`config.mk`:
```
export PLATFORM = sky130hd
export DESIGN_NAME = sensor_round_robin_arbiter
export DESIGN_NICKNAME = d
export VERILOG_FILES = /design/src/rtl/sensor_arb_pkg.sv /design/src/rtl/input_debouncer.sv /design/src/rtl/sensor_round_robin_arbiter.sv
export SDC_FILE = /design/constraint.sdc
export NUM_CORES = 1
export LEC_CHECK = 0
export BUFFER_PORTS_ARGS = -buffer_cell sky130_fd_sc_hd__buf_2
export CORE_AREA = 2 2 107 109
export DETAILED_ROUTE_END_ITERATION = 8
export DIE_AREA = 0 0 109 111
export HOLD_SLACK_MARGIN = 0.06
export PLACE_DENSITY = 0.75
export SLEW_MARGIN = 15
export SYNTH_ARGS = -nofsm -noshare
export SYNTH_HDL_FRONTEND = slang
export SYNTH_SLANG_ARGS = --single-unit
```
`constraint.sdc`:
```
create_clock -name clk -period 6.2 [get_ports clk]
set_clock_uncertainty 0.05 [all_clocks]
set_input_delay 0.62 -clock clk [delete_from_list [all_inputs] [get_ports clk]]
set_output_delay 0.62 -clock clk [all_outputs]
set_load 0.03 [all_outputs]
```
`src/rtl/sensor_arb_pkg.sv`:
```
// rtl/sensor_arb_pkg.sv - shared types, constants and channel search for the sensor arbiter
package sensor_arb_pkg;

    localparam int NUM_CHANNELS = 4;
    localparam int CH_W         = $clog2(NUM_CHANNELS);

    typedef enum logic [1:0] {
        IDLE  = 2'd0,
        GRANT = 2'd1,
        GAP   = 2'd2
    } arb_state_t;

    // First requesting channel strictly after last, wrapping; last itself is checked last.
    function automatic logic [CH_W-1:0] next_channel(
        input logic [NUM_CHANNELS-1:0] req,
        input logic [CH_W-1:0]         last
    );
        logic [CH_W-1:0] idx;
        logic            found;
        next_channel = last;
        found        = 1'b0;
        for (int i = 1; i <= NUM_CHANNELS; i++) begin
            idx = last + CH_W'(i);
            if (!found && req[idx]) begin
                next_channel = idx;
                found        = 1'b1;
            end
        end
    endfunction

endpackage

```
`src/rtl/input_debouncer.sv`:
```
// rtl/input_debouncer.sv - two-flop synchronizer and debounce for one active-low sensor input
module input_debouncer #(
    parameter int DEBOUNCE_CYCLES = 1000000
) (
    input  logic clk,
    input  logic reset,
    input  logic pin,
    output logic clean_req
);

    localparam int                CNT_W    = $clog2(DEBOUNCE_CYCLES) + 1;
    localparam int                LAST_INT = (DEBOUNCE_CYCLES > 0) ? DEBOUNCE_CYCLES - 1 : 0;
    localparam logic [CNT_W-1:0]  CNT_LAST = CNT_W'(LAST_INT);

    logic             sync_a;
    logic             sync_b;
    logic             raw_req;
    logic [CNT_W-1:0] cnt;

    assign raw_req = ~sync_b;

    // Flops reset high so an idle (unpressed) sensor reads as no request.
    always_ff @(posedge clk or posedge reset) begin
        if (reset) begin
            sync_a <= 1'b1;
            sync_b <= 1'b1;
        end else begin
            sync_a <= pin;
            sync_b <= sync_a;
        end
    end

    // The counter stops at CNT_LAST, where the change is accepted, so it can never wrap.
    always_ff @(posedge clk or posedge reset) begin
        if (reset) begin
            cnt       <= '0;
            clean_req <= 1'b0;
        end else if (raw_req == clean_req) begin
            cnt <= '0;
        end else if (cnt >= CNT_LAST) begin
            clean_req <= raw_req;
            cnt       <= '0;
        end else begin
            cnt <= cnt + 1'b1;
        end
    end

endmodule

```
`src/rtl/sensor_round_robin_arbiter.sv`:
```
// rtl/sensor_round_robin_arbiter.sv - four-channel round-robin sensor arbiter with timed grants
module sensor_round_robin_arbiter
    import sensor_arb_pkg::*;
#(
    parameter int DEBOUNCE_CYCLES = 1000000,
    parameter int DWELL_CYCLES    = 50000000
) (
    input  logic clk,
    input  logic reset,
    input  logic JA0,
    input  logic JA1,
    input  logic JA2,
    input  logic JA3,
    output logic LED0,
    output logic LED1,
    output logic LED2,
    output logic LED3,
    output logic busy
);

    localparam int                  DWELL_W    = $clog2(DWELL_CYCLES) + 1;
    localparam int                  DWELL_LAST = (DWELL_CYCLES > 0) ? DWELL_CYCLES - 1 : 0;
    localparam logic [DWELL_W-1:0]  DWELL_LOAD = DWELL_W'(DWELL_LAST);

    logic [NUM_CHANNELS-1:0] pins;
    logic [NUM_CHANNELS-1:0] clean_req;
    logic [NUM_CHANNELS-1:0] led;
    logic [NUM_CHANNELS-1:0] led_next;
    arb_state_t              state;
    arb_state_t              state_next;
    logic [CH_W-1:0]         last_grant;
    logic [CH_W-1:0]         last_next;
    logic [CH_W-1:0]         pick;
    logic [DWELL_W-1:0]      dwell;
    logic [DWELL_W-1:0]      dwell_next;
    logic                    busy_next;

    assign pins = {JA3, JA2, JA1, JA0};

    for (genvar g = 0; g < NUM_CHANNELS; g++) begin : g_deb
        input_debouncer #(
            .DEBOUNCE_CYCLES(DEBOUNCE_CYCLES)
        ) u_debouncer (
            .clk      (clk),
            .reset    (reset),
            .pin      (pins[g]),
            .clean_req(clean_req[g])
        );
    end

    // last_grant starts at the top channel so channel 0 wins first after reset.
    always_ff @(posedge clk or posedge reset) begin
        if (reset) begin
            state      <= IDLE;
            last_grant <= CH_W'(NUM_CHANNELS - 1);
            dwell      <= '0;
            led        <= '0;
            busy       <= 1'b0;
        end else begin
            state      <= state_next;
            last_grant <= last_next;
            dwell      <= dwell_next;
            led        <= led_next;
            busy       <= busy_next;
        end
    end

    // Outputs are computed for the coming state so the registers line up with it.
    always_comb begin
        state_next = state;
        last_next  = last_grant;
        dwell_next = dwell;
        led_next   = '0;
        busy_next  = 1'b0;
        pick       = last_grant;
        case (state)
            IDLE: begin
                if (|clean_req) begin
                    pick       = next_channel(clean_req, last_grant);
                    last_next  = pick;
                    dwell_next = DWELL_LOAD;
                    led_next   = NUM_CHANNELS'(1) << pick;
                    busy_next  = 1'b1;
                    state_next = GRANT;
                end
            end
            GRANT: begin
                busy_next = 1'b1;
                if (dwell == '0) begin
                    state_next = GAP;
                end else begin
                    dwell_next = dwell - 1'b1;
                    led_next   = led;
                end
            end
            GAP: begin
                state_next = IDLE;
            end
            default: begin
                state_next = IDLE;
            end
        endcase
    end

    assign {LED3, LED2, LED1, LED0} = led;

endmodule

```
Word level (Yosys, flattened, before mapping). Cells that the tools add are included.

Add/sub/neg operators: 8. Bitwise operators: 8. Mux-type cells: 42. Reduce and logical (&&, ||, !) cells: 17. Equality and inequality tests: 8. Shift-type cells: 1. $lt $le $gt $ge: 8.

Operators by type and width (count): $mux 21 (8); $add 21x1->21 const B (4); $ge 21x20->1 const B (4); $mux 27 (2); $pmux 27 s2 (1); $logic_not 27->1 (1); $sub 27x1->27 const B (1); $mux 2 (8); $mux 1 (14); $lt 2x3->1 const B (4); $reduce_and 2->1 (6); $bmux 1 s2 (4); $mux 4 (2); $not 1->1 (8); $pmux 4 s2 (1); $ne 2x2->1 const B (3); $add 2x2->2 const B (2); $eq 1x1->1 (4); $pmux 2 s2 (1); $reduce_or 4->1 (1); $shl 1x2->4 const A (1); $logic_and 1x1->1 (3); $logic_not 1->1 (3); $reduce_and 3->1 (1); 5 further kinds (5).

Word-level logic and storage cells: 113. Register bits: 132. Bits of input ports: 6. Output and inout bits: 5.

Logic depth before layout (Yosys ltp). Gate-level depths: netlist (run 1).

Depth after elaboration: 24. Gate-level depth with buffers: 11.

By module. Synthesis (run 1) repeated with hierarchy kept, for this count alone.

Cells, all modules: 668. Area, all modules: 6692.7 um^2.

Modules (own cells, without submodules): input_debouncer (area an instance 1204.9 um^2, cells each 119, times used 4, seq. area each 603.1 um^2); sensor_round_robin_arbiter (area an instance 1873.0 um^2, cells each 192, times used 1, seq. area each 903.4 um^2).

Least setup slack after synthesis (run 1). No wires, ideal clock.

Path kind: reg2reg. From: register dwell[0]. To: register dwell[21]. Path slack: 3.921 ns. Data required time: 6.074 ns. Data arrival time: 2.153 ns. Cell stages (with the launch flop): 12. Buffers on the path: 3. Clock period less this slack: 2.279 ns. Cell sequence: dfrtp_1 inv_1 ha_1 nor2b_1 clkbuf_1 nand3_1 or4_1 buf_2 and2_4 buf_6 and3_1 o21ai_1.

Longest elaborated chain between the ends: 3.

Ends and longest elaborated chain: start: declaration (line sensor_round_robin_arbiter.sv:34) `logic [DWELL_W-1:0] dwell;`; start signal: assignment (line sensor_round_robin_arbiter.sv:62) `dwell <= dwell_next;`; $sub 27x1->27 / $logic_not 27->1 (equally long branches) (line sensor_round_robin_arbiter.sv:92, sensor_round_robin_arbiter.sv:89); $mux 27 / $ne 2x2->1 (equally long branches); $pmux 27 s2 / $reduce_and 3->1 (equally long branches).

Several ways; a longest one is shown, not always the timed one. The select of a mux whose other input is x is not followed. A chain may end at the register's enable or synchronous reset.

Worst setup path in the final report (run 1).
From: register g_deb[3].u_debouncer.cnt[2]. To: register g_deb[3].u_debouncer.cnt[19].

Longest elaborated chain between the ends: 3.

Ends and longest elaborated chain: start: declaration (line input_debouncer.sv:18) `logic [CNT_W-1:0] cnt;`; start signal: assignment (line input_debouncer.sv:44) `cnt <= cnt + 1'b1;`; $add 21x1->21 / $ge 21x20->1 (equally long branches) (line input_debouncer.sv:44, input_debouncer.sv:40); $mux 21 * (line input_debouncer.sv:40) `end else if (cnt >= CNT_LAST) begin`; $mux 21 * (line input_debouncer.sv:38) `end else if (raw_req == clean_req) begin`.

Mark *: on every way between the ends. The rest lies on a longest branch, timed or not.

==> results of run 1 <==
-- logic make-up (layout without fill, tap and decap cells) --
group / count (synthesis) / after routing / share of synthesized area
AOI/OAI and AO/OA: 45 / 45 / 0.0467
adders and majority gates: 5 / 5 / 0.00981
xor gates and xnor gates: 92 / 92 / 0.126
other: 1 / 4 / 0.000588
muxes: 3 / 3 / 0.00471
DFF: 132 / 132 / 0.520
and+or+nand+nor: 312 / 312 / 0.268
buffers and inverters: 29 / 58 / 0.0235
-- where the power goes --
part	switching (W)	leakage (nW)	internal, W
Combinational	0.000132	0.906	0.0000703
Clock	0.000342	0.275	0.000591
Sequential	0.0000594	1.69	0.000921
-- flip-flops by register name, indices dropped and copies added (netlist names) --
name / flops
g_deb.u_debouncer.sync_b: 4
g_deb.u_debouncer.clean_req: 4
last_grant: 2
led: 4
state: 2
busy: 1
g_deb.u_debouncer.sync_a: 4
dwell: 27
g_deb.u_debouncer.cnt: 84
-- metal layers --
layer,up-vias,track usage,part of all wire
met5,-,0,0
met4,0,0.0897,0.017
met3,17,0.0506,0.028
met2,60,0.339,0.50
met1,2156,0.279,0.46
li1,2152,-,-
-- per-stage QoR --
stage	worst slack, ns	cells	total power [W]	instance area [µm²]
final	3.65	794	0.00212	7090
after global routing	3.39	794	0.00222	7090
after CTS	3.66	794	0.00214	7090
after detailed placement	3.69	762	0.00120	6540
after global placement	3.72	762	0.00118	6540
after floorplan	2.02	622	0.00115	6390
-- cell type report --
class / instances / area (µm²) / share of cell area
timing repair buffer: 12 / 65.1 / 0.00918
sequential: 132 / 3320 / 0.468
multi-input combinational: 461 / 2920 / 0.412
clock inverter: 5 / 50.0 / 0.00706
inverter: 14 / 55.1 / 0.00777
tap: 143 / 179 / 0.0252
clock buffer: 27 / 503 / 0.0709
-- critical path: cells and delay by family (launching register included) --
family             cells  cell delay (ns)
and+or+nand+nor        4             1.17
AOI/OAI and AO/OA      2             0.77
DFF                    1             0.41
-- layout by cell type, fill, tap and decap left out, drive strengths merged, types with 2 or more instances in the layout --
| cell | count |
|---|---|
| dfrtp | 122 |
| nor2 | 122 |
| xor2 | 61 |
| nand2 | 48 |
| nand3 | 43 |
| xnor2 | 31 |
| clkbuf | 27 |
| nand4 | 20 |
| inv | 14 |
| and3 | 12 |
| buf | 12 |
| o21ai | 12 |
| nor3 | 11 |
| dfstp | 10 |
| nor4 | 10 |
| and4 | 8 |
| a21oi | 8 |
| or3 | 8 |
| a31oi | 7 |
| or4 | 5 |
| nand4b | 5 |
| nor2b | 5 |
| ha | 5 |
| clkinv | 4 |
| conb | 4 |
| nand2b | 3 |
| or2 | 3 |
| mux2i | 3 |
| a22o | 3 |
| a211o | 2 |
| a211oi | 2 |
| o21a | 2 |
| nor3b | 2 |
| nand3b | 2 |
| o31a | 2 |
| and2 | 2 |
-- path summary, 6_finish.rpt --
check / end / cells past startpoint / start / slack [ns]
min in group asynchronous: g_deb[0].u_debouncer.cnt[2]$_DFF_PP0_ / 2 / reset / 0.33
hold / removal: g_deb[2].u_debouncer.sync_a$_DFF_PP1_ / 1 / JA2 / 0.26
max in group asynchronous: g_deb[3].u_debouncer.cnt[10]$_DFF_PP0_ / 3 / reset / 4.46
hold reg to reg: g_deb[0].u_debouncer.sync_b$_DFF_PP1_ / 0 / g_deb[0].u_debouncer.sync_a$_DFF_PP1_ / 0.31
setup reg to reg: g_deb[3].u_debouncer.cnt[19]$_DFF_PP0_ / 6 / g_deb[3].u_debouncer.cnt[2]$_DFF_PP0_ / 3.65
setup / recovery: g_deb[3].u_debouncer.cnt[19]$_DFF_PP0_ / 6 / g_deb[3].u_debouncer.cnt[2]$_DFF_PP0_ / 3.65
-- synth_stat cells, drive strengths merged, types with 3 or more instances --
cell type	instances
nor2	122
xnor2	31
a21oi	8
a31oi	7
dfstp	10
mux2i	3
xor2	61
nand3	43
buf	4
clkbuf	11
nand2b	3
or2	3
nand2	48
nor3	11
nand4b	5
ha	5
and4	8
or4	5
or3	8
dfrtp	122
nor4	10
inv	14
and3	12
a22o	3
nor2b	5
o21ai	12
nand4	20
==> metrics.cfg, run 1 <==
[global_route]
grt_util_all_layers = 0.213
maximum_number_of_pins_on_one_net_before_global_route_repair = 70
globalRoute.totalOverflow = 0
first_pass_grt_wire_length_mm = 20.3
grt_pass1_vias = 4502
grt_antenna_before_repair = 0

[timing]
setup_total_negative_slack_ns = 0
max_clock_freq_ghz = 0.392
grt_setup_unrepaired = no
slew_violations = 0
worstMarginPinSlew_ns = 0.836
final.hold.worst_slack_ns = 0.259
timing.final.setup_violations = 0
period_share = 0.412
finalHoldViolCount = 0
slew-limit-headroom = 0.442
layout_min_cycle_time_ns = 2.55

[worst_setup_path]
timing.critical_path.arrival_ns = 2.76
worstSetupStartpointType = flop
timing.critical_path.cells = and4_1 > nand3_1 > a2111oi_0 > a211o_1 > nand2b_1 > nor2_1
worst-endpoint-required_ns = 6.41
crit_path_end_kind = flop
crit_type = flop to flop
cpPeakStageDelay_ns = 0.57
cp_slowest_cell = nand2b_1
critical_path.max_fanout = 20

[route]
drt_drc_violations_left = 0
wire_per_inst_um = 14.3
drt_first_iter_violations = 256
wirelength_mm = 11.3
routed_vias_inst = 5.52
num_vias = 4385
drt-pass1-iter-count = 4
antenna_violating_nets_post_route = 0

[synthesis]
synth_edf_count = 0
yosysWarningCount = 0
netlist.area_leader.share = 0.479
syn_inst = 619
async_set_or_reset_register_ratio_after_synthesis = 1.00
synth_seq_cells = 132
synth_sequential_area_ratio = 0.520
syn-mean-instance-area_um2 = 10.3
yosysUniqueCellTypes = 57
postSynth.topFlopCell = dfrtp_1
netlist_area_um2 = 6380
synth.top_cells.by_area = dfrtp_1, xor2_1, nor2_1, xnor2_1, dfstp_2
synth_top_cell_by_area = dfrtp_1

[placed_design]
port_buffers = 10
place_congestion = 0.797
hpwlAfterDp_mm = 7.30

[hold_path]
timing.hold.worst.class = input pin to flop

[power]
ir_drop_worst_vdd_mv = 0.257
powerDensity_nw_per_um2 = 299
static-leakage-power_nw = 2.87

[cts]
post_cts_setup_driven_buffer_insertion_count = 0
cts-htree-levels = 4
ctsHoldBuffers = 0
postCtsResizedCells = 0
tritoncts_num_sinks = 132
cts_tree = built
ctsLongestPathBuffers = 2
cts.root.buffer_cell = clkbuf_16
clock_transition_time_at_the_flip_flop_clock_pins_of_the_worst_setup_and_hold_paths_ns = 0.05
clk-insertion-delay-late_ns = 0.41
cts_buffers = 17

[status]
run_status = completed

[finish]
layout.core_utilization = 0.640
finalNetCount = 649
post_route_cells_drive_above_1_share = 0.126
number_of_inserted_filler_cells_in_the_final_layout = 871
syn2layout_area_growth_pct = 11.2
insertedDiodeCount = 0

[floorplan]
initial_core_util = 0.576
num_ports = 11
floorplan.core_area_um2 = 11100
die_width_um = 109
placement_rows = 39
die_h_um = 111
die_area_um2 = 12100

[run]
timing.max_cap.violations = 0

Note: power is estimated with default switching activity, not from simulation.
==> run 2, diff against run 1 <==
Clock period 6.2 ns to 2.6 ns, I/O delays scaled along.
==> metrics.cfg, run 2 (same netlist as run 1, synthesis figures left out) <==
[power]
static-leakage-power_nw = 2.94  ; +2.2%
ir_drop_worst_vdd_mv = 0.636  ; +150%
power.sequential.fraction = 0.450  ; -0.013
p_comb_frac = 0.099  ; +0.003
power_switching_share = 0.247  ; -0.00548
powerDensity_nw_per_um2 = 715  ; +140%
cellInternalPower_w = 0.00390  ; +150%
power_switching_w = 0.00128  ; +140%
clock_power_share = 0.451  ; +0.010

[route]
drt_first_iter_violations = 201  ; -21%
num_vias = 4462  ; +1.8%
drt_drc_violations_left = 0  ; unchanged
routed_vias_inst = 5.54  ; +0.37%
wirelength_mm = 11.5  ; +1.6%
antenna_violating_nets_post_route = 0  ; unchanged
drt-pass1-iter-count = 5  ; +1
wire_per_inst_um = 14.3  ; +0.19%

[timing]
grt_setup_unrepaired = no
worstMarginPinSlew_ns = 0.607  ; -0.229 ns
slew-limit-headroom = 0.594  ; +0.152
layout_min_cycle_time_ns = 2.47  ; -0.0812 ns
period_share = 0.951  ; +0.539
max_clock_freq_ghz = 0.404  ; +3.3%
finalHoldViolCount = 0  ; unchanged
setup_ws_ns = 0.128  ; -3.52 ns
final.hold.worst_slack_ns = 0.301  ; +0.0421 ns
timing.final.setup_violations = 0  ; unchanged
setup_total_negative_slack_ns = 0  ; unchanged
slew_violations = 0  ; unchanged

[cts]
postCtsResizedCells = 0  ; unchanged
post_cts_setup_driven_buffer_insertion_count = 0  ; unchanged
cts-htree-levels = 4  ; unchanged
cts_buffers = 17  ; unchanged
cts_tree = built
clock_transition_time_at_the_flip_flop_clock_pins_of_the_worst_setup_and_hold_paths_ns = 0.06  ; about the same
ctsLongestPathBuffers = 2  ; unchanged
clk-insertion-delay-late_ns = 0.43  ; +0.02 ns
tritoncts_num_sinks = 132  ; unchanged
cts.root.buffer_cell = clkbuf_16

[worst_setup_path]
cpPeakStageDelay_ns = 0.58  ; about the same
critPathBufInv = 0  ; unchanged
timing.critical_path.arrival_ns = 2.77  ; about the same
cp.depth = 6  ; unchanged
worst_reg2reg_startpoint = g_deb[1].u_debouncer.cnt[12]$_DFF_PP0_
timing.rr.end = g_deb[1].u_debouncer.cnt[10]$_DFF_PP0_
cp_slowest_cell = or3_4
crit_type = flop to flop
critical_path.max_fanout = 20  ; unchanged
timing.critical_path.cells = or3_4 > or4_1 > o221ai_1 > a31oi_1 > or3_4 > nor2_4
cpLargestDelayFamily = simple AND/OR/NAND/NOR gates
critical_path.most_common_cell = or3_4
rrSetupSlack_ns = 0.13  ; -3.52 ns
cell_count_of_the_worst_reg_to_reg_path = 6  ; unchanged
first_element_of_the_critical_path = g_deb[1].u_debouncer.cnt[12]$_DFF_PP0_
worstSetupStartpointType = flop
worst-endpoint-required_ns = 2.90  ; -3.51 ns
crit_path_end_kind = flop
crit_end = g_deb[1].u_debouncer.cnt[10]$_DFF_PP0_

[global_route]
maximum_number_of_pins_on_one_net_before_global_route_repair = 63  ; -10%
grt_antenna_before_repair = 0  ; unchanged
grt_util_all_layers = 0.216  ; +0.00264
globalRoute.totalOverflow = 0  ; unchanged
first_pass_grt_wire_length_mm = 20.5  ; +0.75%
grt_pass1_vias = 4529  ; +0.60%

[floorplan]
placement_rows = 39  ; unchanged
initial_core_util = 0.576  ; unchanged
floorplan.core_area_um2 = 11100  ; unchanged
die_width_um = 109  ; unchanged
num_ports = 11  ; unchanged
die_area_um2 = 12100  ; unchanged
die_h_um = 111  ; unchanged

[finish]
largestRegisters = g_deb.u_debouncer.cnt x84, dwell x27
finalNetCount = 660  ; +1.7%
most_used_cells_in_the_layout_excluding_fill_and_tap_cells = dfrtp_1, nor2_1, xor2_1
post_route_cells_drive_above_1_share = 0.133  ; +0.00697
number_of_inserted_filler_cells_in_the_final_layout = 819  ; -6.0%
syn2layout_area_growth_pct = 13.5
insertedDiodeCount = 0  ; unchanged
largest_register_ffs = 84  ; unchanged
top_register = g_deb.u_debouncer.cnt
layout_commonest_cell = dfrtp_1

[status]
run_status = completed

[placed_design]
place_congestion = 0.853  ; +7.1%
hpwlAfterDp_mm = 7.65  ; +4.7%
dpl_worst_slack_ns = 0.161  ; -3.53 ns
port_buffers = 10  ; unchanged

[run]
timing.max_cap.violations = 0  ; unchanged

[hold_path]
timing.hold.worst.class = flop to flop

## run 2: changes by cell type in the layout (fill, tap and decap cells not counted), sizes merged
| cell | change |
|---|---|
| dlygate4sd3 | +5 |
| bufinv | +1 |
| inv | -1 |
| clkinv | -1 |
| buf | +6 |
| clkinvlp | +1 |
## run 2: how the worst min path moves through the flow
stage / startpoint / cells after the start / slack (ns) / end
finish: g_deb[3].u_debouncer.sync_a$_DFF_PP1_ / 0 / 0.30 / g_deb[3].u_debouncer.sync_b$_DFF_PP1_
global route: g_deb[3].u_debouncer.sync_a$_DFF_PP1_ / 0 / 0.31 / g_deb[3].u_debouncer.sync_b$_DFF_PP1_
global placement: reset / 2 / 0.22 / g_deb[1].u_debouncer.cnt[7]$_DFF_PP0_
detailed placement: reset / 2 / 0.24 / g_deb[1].u_debouncer.cnt[9]$_DFF_PP0_
CTS: g_deb[1].u_debouncer.sync_a$_DFF_PP1_ / 0 / 0.30 / g_deb[1].u_debouncer.sync_b$_DFF_PP1_
floorplan: JA0 / 0 / 0.21 / g_deb[0].u_debouncer.sync_a$_DFF_PP1_
## run 2: routing by layer
metal | global-route usage | up-vias | routed length [µm]
met3 | 0.0629 | 19 | 328
met5 | 0 | - | 0
met4 | 0.0983 | 0 | 221
met2 | 0.347 | 60 | 5820
li1 | - | 2182 | -
met1 | 0.267 | 2201 | 5140
## run 2: power groups by stage
stage / Clock, W / Combinational [W] / Sequential (W)
3_3_place_gp: 0 / 0.000491 / 0.00235
6_report: 0.00233 / 0.000514 / 0.00233
3_5_place_dp: 0 / 0.000515 / 0.00236
4_1_cts: 0.00238 / 0.000522 / 0.00233
5_1_grt: 0.00248 / 0.000584 / 0.00235
2_1_floorplan: 0 / 0.000353 / 0.00239
## run 2: layout make-up
class                      instances  area [µm²]  area share
clock buffer                      27         503      0.0695
clock inverter                     5        75.1      0.0104
inverter                          14        56.3     0.00778
multi-input combinational        461        2920       0.404
sequential                       132        3320       0.458
tap                              143         179      0.0247
timing repair buffer              23         185      0.0256
## run 2: repair_timing
action	CTS	global route
hold buffers	5	0
endpoints found under the hold margin	17	0
setup endpoints to repair	0	0
## run 2: per-stage QoR
step	area [µm²]	std cells	util	total power (W)
floorplan	6390	622	-	0.00274
global placement	6610	768	0.597	0.00284
detailed placement	6610	768	0.597	0.00288
CTS	7240	805	0.653	0.00523
global route	7240	805	0.653	0.00541
finish	7240	805	0.653	0.00517
==> run 3, diff against run 2 <==
Settings changed: MAX_ROUTING_LAYER from default to met4.
==> metrics.cfg, run 3 (same netlist as run 1, synthesis figures left out) <==
[status]
run_status = completed

[finish]
most_used_cells_in_the_layout_excluding_fill_and_tap_cells = dfrtp_1, nor2_1, xor2_1
top_register = g_deb.u_debouncer.cnt
largestRegisters = g_deb.u_debouncer.cnt x84, dwell x27
insertedDiodeCount = 0  ; unchanged
final_cells = 805  ; unchanged
post_route_cells_drive_above_1_share = 0.133  ; unchanged
number_of_inserted_filler_cells_in_the_final_layout = 819  ; unchanged
layout_commonest_cell = dfrtp_1
storage_cell_area_um2 = 3320  ; unchanged
syn2layout_area_growth_pct = 13.5  ; unchanged
largest_register_ffs = 84  ; unchanged
multi_input_comb_area_um2 = 2920  ; unchanged
finalNetCount = 660  ; unchanged

[floorplan]
die_h_um = 111  ; unchanged
num_ports = 11  ; unchanged
initial_core_util = 0.576  ; unchanged
die_area_um2 = 12100  ; unchanged
die_width_um = 109  ; unchanged
placement_rows = 39  ; unchanged
floorplan.core_area_um2 = 11100  ; unchanged

[route]
drt-pass1-iter-count = 6  ; +1
drt_first_iter_violations = 202  ; +0.50%
num_vias = 4463  ; +0.022%
drt_drc_violations_left = 0  ; unchanged
routed_vias_inst = 5.54  ; about the same
antenna_violating_nets_post_route = 0  ; unchanged
wirelength_mm = 11.5  ; about the same
wire_per_inst_um = 14.3  ; about the same

[power]
p_comb_frac = 0.099  ; about the same
power_switching_share = 0.247  ; about the same
cellInternalPower_w = 0.00390  ; about the same
post_layout_total_power_w = 0.00517  ; about the same
clock_power_share = 0.450  ; about the same
static-leakage-power_nw = 2.94  ; unchanged
power_switching_w = 0.00128  ; about the same
power.sequential.fraction = 0.450  ; about the same
ir_drop_worst_vdd_mv = 0.636  ; about the same
powerDensity_nw_per_um2 = 715  ; about the same

[timing]
timing.final.setup_violations = 0  ; unchanged
grt_setup_unrepaired = no
layout_min_cycle_time_ns = 2.47  ; -0.0000550 ns
period_share = 0.951  ; about the same
slew-limit-headroom = 0.595  ; +0.000740
worstMarginPinSlew_ns = 0.606  ; -0.00111 ns
setup_total_negative_slack_ns = 0  ; unchanged
slew_violations = 0  ; unchanged
finalHoldViolCount = 0  ; unchanged
max_clock_freq_ghz = 0.404  ; about the same

[worst_setup_path]
cpPeakStageDelay_ns = 0.58  ; about the same
timing.critical_path.arrival_ns = 2.77  ; about the same
cp_slowest_cell = or3_4
crit_path_end_kind = flop
worst-endpoint-required_ns = 2.90  ; about the same
critical_path.max_fanout = 20  ; unchanged
cell_count_of_the_worst_reg_to_reg_path = 6  ; unchanged
timing.critical_path.cells = or3_4 > or4_1 > o221ai_1 > a31oi_1 > or3_4 > nor2_4
crit_type = flop to flop
critical_path.most_common_cell = or3_4
worstSetupStartpointType = flop

[placed_design]
place_inst = 768  ; unchanged
place_congestion = 0.866  ; +1.6%
hpwlAfterDp_mm = 7.65  ; unchanged
port_buffers = 10  ; unchanged

[cts]
clk-insertion-delay-late_ns = 0.42  ; about the same
ctsLongestPathBuffers = 2  ; unchanged
clock_transition_time_at_the_flip_flop_clock_pins_of_the_worst_setup_and_hold_paths_ns = 0.06  ; about the same
cts_buffers = 17  ; unchanged
postCtsResizedCells = 0  ; unchanged
post_cts_setup_driven_buffer_insertion_count = 0  ; unchanged
cts.root.buffer_cell = clkbuf_16
tritoncts_num_sinks = 132  ; unchanged
ctsHoldBuffers = 5  ; unchanged
cts_tree = built
cts-htree-levels = 4  ; unchanged

[global_route]
grt_pass1_vias = 4536  ; +0.15%
maximum_number_of_pins_on_one_net_before_global_route_repair = 63  ; unchanged
first_pass_grt_wire_length_mm = 20.4  ; -0.10%
grt_antenna_before_repair = 0  ; unchanged
globalRoute.totalOverflow = 0  ; unchanged
grt_util_all_layers = 0.222  ; +0.00567

[hold_path]
timing.hold.worst.class = flop to flop
min_path_cells = 0  ; unchanged

[run]
timing.max_cap.violations = 0  ; unchanged

run 3: worst paths after layout:
path / startpoint / end / slack (ns)
worst max-delay path: g_deb[1].u_debouncer.cnt[12]$_DFF_PP0_ / g_deb[1].u_debouncer.cnt[10]$_DFF_PP0_ / 0.13
worst max register to register: g_deb[1].u_debouncer.cnt[12]$_DFF_PP0_ / g_deb[1].u_debouncer.cnt[10]$_DFF_PP0_ / 0.13
worst min register to register: g_deb[3].u_debouncer.sync_a$_DFF_PP1_ / g_deb[3].u_debouncer.sync_b$_DFF_PP1_ / 0.30
min in group asynchronous: reset / g_deb[1].u_debouncer.cnt[0]$_DFF_PP0_ / 0.34
max in group asynchronous: reset / last_grant[1]$_DFFE_PP1P_ / 1.48
worst min-delay path: g_deb[3].u_debouncer.sync_a$_DFF_PP1_ / g_deb[3].u_debouncer.sync_b$_DFF_PP1_ / 0.30
run 3: power groups by stage:
stage / Sequential [W] / Combinational [W] / Clock, W
2_1_floorplan: 0.00239 / 0.000353 / 0
3_3_place_gp: 0.00235 / 0.000491 / 0
3_5_place_dp: 0.00236 / 0.000515 / 0
4_1_cts: 0.00233 / 0.000522 / 0.00238
5_1_grt: 0.00235 / 0.000584 / 0.00247
6_report: 0.00233 / 0.000513 / 0.00233
run 3: layout make-up:
type | count | area share
Inverter | 14 | 0.00778
Sequential cell | 132 | 0.458
Tap cell | 143 | 0.0247
Clock buffer | 27 | 0.0695
Timing Repair Buffer | 23 | 0.0256
Clock inverter | 5 | 0.0104
Multi-Input combinational cell | 461 | 0.404
run 3: worst max-delay path: cells and delay by family (launching register included):
family | cells | cell delay, ns
AO/OA/AOI/OAI | 2 | 0.34
AND/OR/NAND/NOR | 4 | 1.58
flip-flops | 1 | 0.42
run 3: per-stage QoR:
| stage | worst slack (ns) | util | area, µm² | hold slack (ns) |
|---|---|---|---|---|
| 5_1_grt | 0.0323 | 0.653 | 7240 | 0.308 |
| 3_3_place_gp | 0.196 | 0.597 | 6610 | 0.224 |
| 4_1_cts | 0.121 | 0.653 | 7240 | 0.305 |
| 6_report | 0.128 | 0.653 | 7240 | 0.301 |
| 3_5_place_dp | 0.161 | 0.597 | 6610 | 0.236 |
| 2_1_floorplan | 0.321 | - | 6390 | 0.214 |
run 3: layer usage:
| layer | vias up | global-route usage | routed length [µm] |
|---|---|---|---|
| li1 | 2182 | - | - |
| met1 | 2207 | 0.266 | 5160 |
| met2 | 55 | 0.347 | 5840 |
| met3 | 19 | 0.0611 | 321 |
| met4 | 0 | 0.0983 | 198 |
| met5 | - | - | 0 |
